===== src/rtl/instr_encoder.sv =====
// rtl/instr_encoder.sv - encodes instruction requests into 32-bit words and streams them to instruction memory

// Encoded-word queue: strict FIFO. The caller never pushes into a full queue
// unless it pops in the same cycle, and never pops an empty one.
module instr_encoder_fifo #(
    parameter int DEPTH = 4,
    parameter int W     = 32
) (
    input  logic                     clk,
    input  logic                     reset,
    input  logic                     push,
    input  logic                     pop,
    input  logic [W-1:0]             wdata,
    output logic [W-1:0]             rdata,
    output logic [$clog2(DEPTH):0]   level
);
    localparam int PTR_W = $clog2(DEPTH);
    localparam int LVL_W = PTR_W + 1;

    logic [W-1:0]     mem_q [DEPTH];
    logic [PTR_W-1:0] wr_ptr_q, wr_ptr_d;
    logic [PTR_W-1:0] rd_ptr_q, rd_ptr_d;
    logic [LVL_W-1:0] level_q, level_d;

    // Next pointers and occupancy; pointers wrap naturally since DEPTH is a power of two
    always_comb begin
        wr_ptr_d = wr_ptr_q;
        rd_ptr_d = rd_ptr_q;
        level_d  = level_q;
        if (push) begin
            wr_ptr_d = wr_ptr_q + PTR_W'(1);
        end
        if (pop) begin
            rd_ptr_d = rd_ptr_q + PTR_W'(1);
        end
        unique case ({push, pop})
            2'b10:   level_d = level_q + LVL_W'(1);
            2'b01:   level_d = level_q - LVL_W'(1);
            default: level_d = level_q;
        endcase
    end

    // Pointer and occupancy registers; reset empties the queue
    always_ff @(posedge clk or posedge reset) begin
        if (reset) begin
            wr_ptr_q <= '0;
            rd_ptr_q <= '0;
            level_q  <= '0;
        end else begin
            wr_ptr_q <= wr_ptr_d;
            rd_ptr_q <= rd_ptr_d;
            level_q  <= level_d;
        end
    end

    // Storage array; contents are meaningless until written, so no reset
    always_ff @(posedge clk) begin
        if (push) begin
            mem_q[wr_ptr_q] <= wdata;
        end
    end

    assign rdata = mem_q[rd_ptr_q];
    assign level = level_q;

endmodule

// Top: request handshake, encoder, queue and memory-side write sequencing.
module instr_encoder #(
    parameter int FIFO_DEPTH = 4,
    parameter int ADDR_W     = 8
) (
    input  logic                          clk,
    input  logic                          reset,
    input  logic                          req_valid,
    output logic                          req_ready,
    input  logic [3:0]                    req_op,
    input  logic [4:0]                    req_rs,
    input  logic [4:0]                    req_rt,
    input  logic [4:0]                    req_rd,
    input  logic [23:0]                   req_imm,
    input  logic                          out_en,
    output logic                          imem_we,
    output logic [ADDR_W-1:0]             imem_addr,
    output logic [31:0]                   imem_wdata,
    output logic                          err_illegal,
    output logic                          wrapped,
    output logic [$clog2(FIFO_DEPTH):0]   level
);
    localparam int LVL_W = $clog2(FIFO_DEPTH) + 1;

    localparam logic [3:0] OP_ADD  = 4'd0;
    localparam logic [3:0] OP_OR   = 4'd1;
    localparam logic [3:0] OP_NAND = 4'd2;
    localparam logic [3:0] OP_SLL  = 4'd3;
    localparam logic [3:0] OP_MOVE = 4'd4;
    localparam logic [3:0] OP_JR   = 4'd5;
    localparam logic [3:0] OP_LW   = 4'd6;
    localparam logic [3:0] OP_SW   = 4'd7;
    localparam logic [3:0] OP_BEQ  = 4'd8;
    localparam logic [3:0] OP_BLT  = 4'd9;
    localparam logic [3:0] OP_SUBI = 4'd10;
    localparam logic [3:0] OP_ADDI = 4'd11;
    localparam logic [3:0] OP_BEQI = 4'd12;
    localparam logic [3:0] OP_J    = 4'd13;

    localparam logic [7:0] OPC_R    = 8'd51;
    localparam logic [7:0] OPC_LW   = 8'd52;
    localparam logic [7:0] OPC_SW   = 8'd53;
    localparam logic [7:0] OPC_BEQ  = 8'd54;
    localparam logic [7:0] OPC_BLT  = 8'd55;
    localparam logic [7:0] OPC_SUBI = 8'd56;
    localparam logic [7:0] OPC_ADDI = 8'd57;
    localparam logic [7:0] OPC_BEQI = 8'd58;
    localparam logic [7:0] OPC_J    = 8'd59;

    localparam logic [5:0] FN_ADD  = 6'd32;
    localparam logic [5:0] FN_OR   = 6'd37;
    localparam logic [5:0] FN_NAND = 6'd39;
    localparam logic [5:0] FN_SLL  = 6'd0;
    localparam logic [5:0] FN_MOVE = 6'd33;
    localparam logic [5:0] FN_JR   = 6'd8;

    logic [31:0]       enc_word;
    logic              op_legal;
    logic              accept;
    logic              push;
    logic              pop;
    logic [31:0]       fifo_head;
    logic [LVL_W-1:0]  fifo_level;

    logic [ADDR_W-1:0] addr_q, addr_d;
    logic              err_illegal_q, err_illegal_d;
    logic              wrapped_q, wrapped_d;

    // Combinational encoder: field packing per mnemonic, unused bits forced to zero
    always_comb begin
        enc_word = '0;
        op_legal = 1'b1;
        unique case (req_op)
            OP_ADD:  enc_word = {OPC_R, req_rs, req_rt, req_rd, req_imm[2:0], FN_ADD};
            OP_OR:   enc_word = {OPC_R, req_rs, req_rt, req_rd, req_imm[2:0], FN_OR};
            OP_NAND: enc_word = {OPC_R, req_rs, req_rt, req_rd, req_imm[2:0], FN_NAND};
            OP_SLL:  enc_word = {OPC_R, req_rs, req_rt, req_rd, req_imm[2:0], FN_SLL};
            OP_MOVE: enc_word = {OPC_R, req_rs, req_rt, req_rd, req_imm[2:0], FN_MOVE};
            OP_JR:   enc_word = {OPC_R, req_rs, 5'd0, 5'd0, 3'd0, FN_JR};
            OP_LW:   enc_word = {OPC_LW,   req_rs, req_rt, req_imm[13:0]};
            OP_SW:   enc_word = {OPC_SW,   req_rs, req_rt, req_imm[13:0]};
            OP_BEQ:  enc_word = {OPC_BEQ,  req_rs, req_rt, req_imm[13:0]};
            OP_BLT:  enc_word = {OPC_BLT,  req_rs, req_rt, req_imm[13:0]};
            OP_SUBI: enc_word = {OPC_SUBI, req_rs, req_rt, req_imm[13:0]};
            OP_ADDI: enc_word = {OPC_ADDI, req_rs, req_rt, req_imm[13:0]};
            OP_BEQI: enc_word = {OPC_BEQI, req_rs, req_rt, req_imm[13:0]};
            OP_J:    enc_word = {OPC_J, req_imm};
            default: op_legal = 1'b0;
        endcase
    end

    // Handshake and strobes: a pop frees a slot in the same cycle, so a full queue
    // still accepts when the memory side is draining it
    always_comb begin
        pop       = out_en && (fifo_level != '0);
        req_ready = (fifo_level < LVL_W'(FIFO_DEPTH)) || pop;
        accept    = req_valid && req_ready;
        push      = accept && op_legal;
    end

    instr_encoder_fifo #(
        .DEPTH (FIFO_DEPTH),
        .W     (32)
    ) u_fifo (
        .clk   (clk),
        .reset (reset),
        .push  (push),
        .pop   (pop),
        .wdata (enc_word),
        .rdata (fifo_head),
        .level (fifo_level)
    );

    // Address counter advances once per completed write; sticky status flags
    always_comb begin
        addr_d        = addr_q;
        wrapped_d     = wrapped_q;
        err_illegal_d = err_illegal_q;
        if (pop) begin
            addr_d = addr_q + ADDR_W'(1);
            if (&addr_q) begin
                wrapped_d = 1'b1;
            end
        end
        if (accept && !op_legal) begin
            err_illegal_d = 1'b1;
        end
    end

    // Address and status registers
    always_ff @(posedge clk or posedge reset) begin
        if (reset) begin
            addr_q        <= '0;
            wrapped_q     <= 1'b0;
            err_illegal_q <= 1'b0;
        end else begin
            addr_q        <= addr_d;
            wrapped_q     <= wrapped_d;
            err_illegal_q <= err_illegal_d;
        end
    end

    assign imem_we     = pop;
    assign imem_addr   = addr_q;
    assign imem_wdata  = fifo_head;
    assign err_illegal = err_illegal_q;
    assign wrapped     = wrapped_q;
    assign level       = fifo_level;

endmodule


===== config.mk =====
export PLATFORM = sky130hd
export DESIGN_NAME = instr_encoder
export DESIGN_NICKNAME = d
export VERILOG_FILES = /design/src/rtl/instr_encoder.sv
export SDC_FILE = /design/constraint.sdc
export NUM_CORES = 1
export LEC_CHECK = 0
export ABC_AREA = 1
export ABC_CLOCK_PERIOD_IN_PS = 4460
export BUFFER_PORTS_ARGS = -buffer_cell sky130_fd_sc_hd__buf_2
export CAP_MARGIN = 0
export CELL_PAD_IN_SITES_DETAIL_PLACEMENT = 1
export CELL_PAD_IN_SITES_GLOBAL_PLACEMENT = 1
export CORE_MARGIN = 2
export CORE_UTILIZATION = 44
export DETAILED_ROUTE_END_ITERATION = 16
export PLACE_DENSITY_LB_ADDON = 0.15
export SETUP_SLACK_MARGIN = 0.2
export SYNTH_ARGS = -nofsm -noshare
export SYNTH_HDL_FRONTEND = slang
export SYNTH_SLANG_ARGS = --single-unit

===== constraint.sdc =====
create_clock -name clk -period 4.46 [get_ports clk]
set_input_delay 1.115 -clock clk [delete_from_list [all_inputs] [get_ports clk]]
set_output_delay 1.115 -clock clk [all_outputs]
set_load 0.02 [all_outputs]

* After elaboration in Yosys (flattened, before gate mapping)
Memories as Yosys holds them, arrays and structs flattened.
Cells that the tools add are included.
** Cells by class
- Eq/ne operators :: 15
- $lt $le $gt $ge :: 1
- Add/sub/neg operators :: 5
- Reduce and logical (&&, ||, !) cells :: 11
- Mux-type cells :: 5
** Operator list (count)
- 30-bit case mux with 14 select lines :: 1
- 4-bit equality test, second input constant :: 6
- 4-bit by 3-bit equality test with 1-bit output, second input constant :: 4
- 14-bit OR reduction :: 1
- 9-bit AND reduction :: 1
- 8-bit by 1-bit adder with 8-bit output, second input constant :: 1
- 4-bit by 2-bit equality test with 1-bit output, second input constant :: 2
- 3-bit case mux with 2 select lines :: 1
- 2-bit by 1-bit adder with 2-bit output, second input constant :: 2
- 4-bit by 1-bit equality test with 1-bit output, second input constant :: 1
- 1-bit logical AND :: 4
- 4-bit logical NOT :: 1
- 3-bit by 1-bit adder with 3-bit output, second input constant :: 1
- 3-bit less-than comparator, second input constant :: 1
- 1-bit two-way mux :: 3
- 3-bit nonzero test :: 1
- 3-bit by 1-bit subtractor with 3-bit output, second input constant :: 1
- 2-bit by 1-bit equality test with 1-bit output, second input constant :: 1
- 2-bit equality test, second input constant :: 1
- 2-bit nonzero test :: 1
- 1-bit logical NOT :: 1
- 1-bit logical OR :: 1
** Word-level totals
- Memories :: 1
- RAM bits :: 120
- Bits in registers :: 17
- Input port bits :: 47
- Logic and storage cells :: 44
- Output and inout port bits :: 47
** Memories
- u_fifo.mem_q :: depth 4, bits a word 30, rd ports 1, clocked after memory_dff 0, wr ports 1, RTL line 20 : logic [W-1:0] mem_q [DEPTH];

* Logic depth before layout (Yosys ltp)
- Word-level depth :: 7
- Gate-level depth with buffers :: 11
- Gate-level depth less buffers :: 11

* Hierarchy
From an unflattened synthesis, not the netlist that was laid out.
** Unflattened totals
- Cells, all modules :: 599
- Area total of the unflattened synthesis :: 6426.2 um^2
** Modules (own cells, without submodules)
- instr_encoder_fifo :: cells an instance 421, times used 1, area each 5447.7 um^2
- instr_encoder :: cells an instance 178, times used 1, area each 978.4 um^2

* Least setup slack after synthesis
OpenSTA, ideal clock, no wires.
- Path type :: input port to flip-flop
- Start :: input port req_op[1]
- End :: memory u_fifo.mem_q[0][0] in the netlist's numbering (enable)
- Data required time :: 4.045 ns
- Path slack :: 1.243 ns
- Stages on the path :: 4
- Setup time :: 0.415 ns
- Arrival :: 2.802 ns
- Path through :: buf_6 -> nand3_1 -> nand3_2 -> nor2_1
** On the way
- Cells in the longest elaborated chain, start to end :: 6
- Elaborated cells on any way between the ends :: 19
- Classes of those cells :: eq/ne: 13; mux: 3; reduce/logical: 3
** Ends and longest elaborated chain
- start: declaration :: RTL line 77 : input logic [3:0] req_op,
- 4-bit equality test, or another cell as far along :: RTL line 140 : unique case (req_op)
- 14-bit OR reduction (no source line) (*)
- 1-bit two-way mux (*) :: RTL line 140
- 1-bit logical AND (*) :: RTL line 165 : push = accept && op_legal;
- 1-bit two-way mux (*) :: RTL line 58 : if (push) begin
- 1-bit two-way mux (implied by the code) (*) :: RTL line 59 : mem_q[wr_ptr_q] <= wdata;
- end: declaration :: RTL line 20
Every way passes the cells marked *; elsewhere a longest branch is shown, timed or not.

* Final worst setup path
- Start :: register u_fifo.rd_ptr_q[1]
- End :: output port imem_wdata[29]
** On the way
- Cells in the longest elaborated chain, start to end :: 1
** Ends and longest elaborated chain
- start: declaration :: RTL line 22 : logic [PTR_W-1:0] rd_ptr_q, rd_ptr_d;
- start signal: assignment :: RTL line 51 : rd_ptr_q <= rd_ptr_d;
- memory 4 x 30 bit
- end: declaration :: RTL line 85 : output logic [31:0] imem_wdata,
Every way passes these cells.

==> results.json <==
{
  "status": "finished, final reports clean",
  "dp_cells": 749,
  "post-cts-setup-buffer-count": 0,
  "multi_input_area_mm2": 0.00151,
  "max_freq_mhz": 293,
  "area_growth_pct": 23.3,
  "drc": 0,
  "drv_slew": 0,
  "p_leak_nw": 2.79,
  "period_share_pct": 76.6,
  "cts_buffer_depth": 2,
  "layout.nets": 650,
  "cts_tree": "done",
  "yosysUniqueCellTypes": 26,
  "cts_made_buffers": 17,
  "ant_nets": 0,
  "hold_viol": 0,
  "skew_ps": 5.85,
  "io_buffers": 91,
  "cp_data_arrival_time_ps": 2300,
  "antennaDiodeCount": 0,
  "gp_congestion": 0.795,
  "hold_class": "flop to flop",
  "grt_usage_pct": 22.0,
  "num-fill-cells": 1352,
  "via_count": 4044,
  "dp_hpwl_um": 8640,
  "ys.flop_type": "edfxtp_1",
  "wl_per_cell_um": 18.3,
  "powerDensity_mw_per_mm2": 718,
  "synth-seq-cells": 133,
  "wl_um": 14300,
  "worstMarginPinSlew_ps": 971,
  "crit_fanout": 30,
  "root_buffer": "clkbuf_16",
  "clock_latency_ps": 420,
  "io_pins": 94,
  "firstDrtPassIters": 4,
  "post_cts_resized": 0,
  "grt_pass1_vias": 4388,
  "die_height_um": 117,
  "ys_async_sr_fraction_pct": 12.8,
  "ir_drop_v": 0.000469,
  "fin_tns_setup_ps": 0,
  "rsz0062_at_grt": "no",
  "critPathLaunchType": "flop",
  "path_clk_slew_ps": 60,
  "yosysSeqAreaShare_pct": 69.2,
  "regArea_mm2": 0.00391,
  "final_layout_size_suffix_gt1_share_pct": 23.5,
  "initial_core_util_pct": 45.0,
  "period_minus_slack_ps": 3420,
  "antenna_found_initial": 0,
  "syn_avg_cell_area_um2": 11.2,
  "globalRouteOverflowTotal": 0,
  "routed_via_density": 5.18,
  "cap_violations": 0,
  "synth_edf_count": 116,
  "clock-sinks": 133,
  "synth_warnings": 0,
  "die_w_um": 117,
  "required_ps": 3350,
  "setup_viol": 0,
  "grt_pass1_wl_um": 23200,
  "core_mm2": 0.0126,
  "cts_hold_buf": 0,
  "fin_cells": 781,
  "cp-end-kind": "output port",
  "slew_headroom_pct": 35.2,
  "syn-cell-area_mm2": 0.00565,
  "timing.hold.ws_ps": 469,
  "htree_levels": 4,
  "rows": 41,
  "drt_iter0_markers": 189,
  "synth_cells": 503,
  "die_area_mm2": 0.0138,
  "grt_max_degree": 60,
  "path_class": "flop to output port"
}
[through the flow]
stage	instance area (um2)	utilization (%)	setup WS [ps]	total power, W
after global placement	6260	49.8	1410	0.00328
after detailed placement	6260	49.8	1360	0.00335
final	6970	55.5	1040	0.00500
after floorplan	5650	-	1240	0.00278
after CTS	6970	55.5	991	0.00505
after global routing	6970	55.5	847	0.00526
[worst max-delay path: stages (launching register included)]
cell     delay, ps
dfrtp_1        380
inv_1          710
o21ai_0        250
o22ai_1        310
buf_2          230
[metal layers]
metal | vias to the layer above | GRT usage (%) | routed length [um]
li1 | 1929 | - | -
met1 | 2002 | 26.2 | 6100
met2 | 95 | 38.7 | 7340
met3 | 18 | 5.54 | 620
met4 | 0 | 7.61 | 217
met5 | - | 0 | 0
[flip-flops by register name, indices dropped and copies added, names as in the netlist]
register / count
err_illegal: 1
imem_addr: 8
u_fifo.level: 3
u_fifo.mem_q: 116
u_fifo.rd_ptr_q: 2
u_fifo.wr_ptr_q: 2
wrapped: 1
[worst paths after layout]
path,from,to,slack [ps],depth (start not counted)
max reg2reg,u_fifo.level[2],u_fifo.level[2],2300,11
min reg2reg,wrapped,wrapped,470,2
max,u_fifo.rd_ptr_q[1],imem_wdata[29],1040,4
min in group asynchronous,reset,wrapped,810,2
min,wrapped,wrapped,470,2
max in group asynchronous,reset,u_fifo.rd_ptr_q[0],3150,2
[cells by family after synthesis]
family / share of synthesized area, %
buffers and inverters: 4.38
AO/OA/AOI/OAI: 9.88
adder cells (fa/ha/maj): 1.68
XOR/XNOR: 0.930
AND/OR/NAND/NOR: 13.9
flip-flops: 69.2
other: 0.0664
[synth_stat cells (2+ instances only)]
library cell / count / area (um2)
edfxtp_1: 116 / 3480
nand2_1: 93 / 349
nor2_1: 76 / 285
o21ai_0: 71 / 355
inv_1: 31 / 116
o22ai_1: 29 / 181
nand3_1: 18 / 90.1
dfrtp_1: 17 / 425
clkbuf_1: 12 / 45.0
buf_2: 6 / 30.0
ha_1: 6 / 75.1
nand2_2: 5 / 31.3
xnor2_1: 4 / 35.0
buf_4: 3 / 22.5
buf_1: 2 / 7.51
buf_6: 2 / 22.5
nor2_2: 2 / 12.5
xor2_1: 2 / 17.5
[layout by cell type (no fill, tap or decap), types with 6 or more instances in the layout]
master	count
nand2_1	93
nor2_2	6
ha_1	6
clkbuf_16	17
dfrtp_1	16
edfxtp_1	116
nand3_1	18
nor2_1	72
buf_4	7
inv_1	31
o21ai_0	71
bufinv_16	8
o22ai_1	29
buf_2	91
[area by class of cell]
| cell class | count | share of cell area, % |
|---|---|---|
| multi-input cells | 314 | 21.6 |
| well taps | 172 | 3.09 |
| clock buffers | 17 | 6.10 |
| inverters | 32 | 1.72 |
| clock inverters | 15 | 4.06 |
| flip-flops and latches | 133 | 56.1 |
| repair buffers | 98 | 7.29 |
[power breakdown]
part	leakage [nW]	internal (W)	switching [W]
sequential	1.27	0.00161	0.0000923
clock	0.340	0.00116	0.000522
combinational	1.19	0.000467	0.00116
total	2.79	0.00323	0.00177
Power figures use the tool's default switching activity.
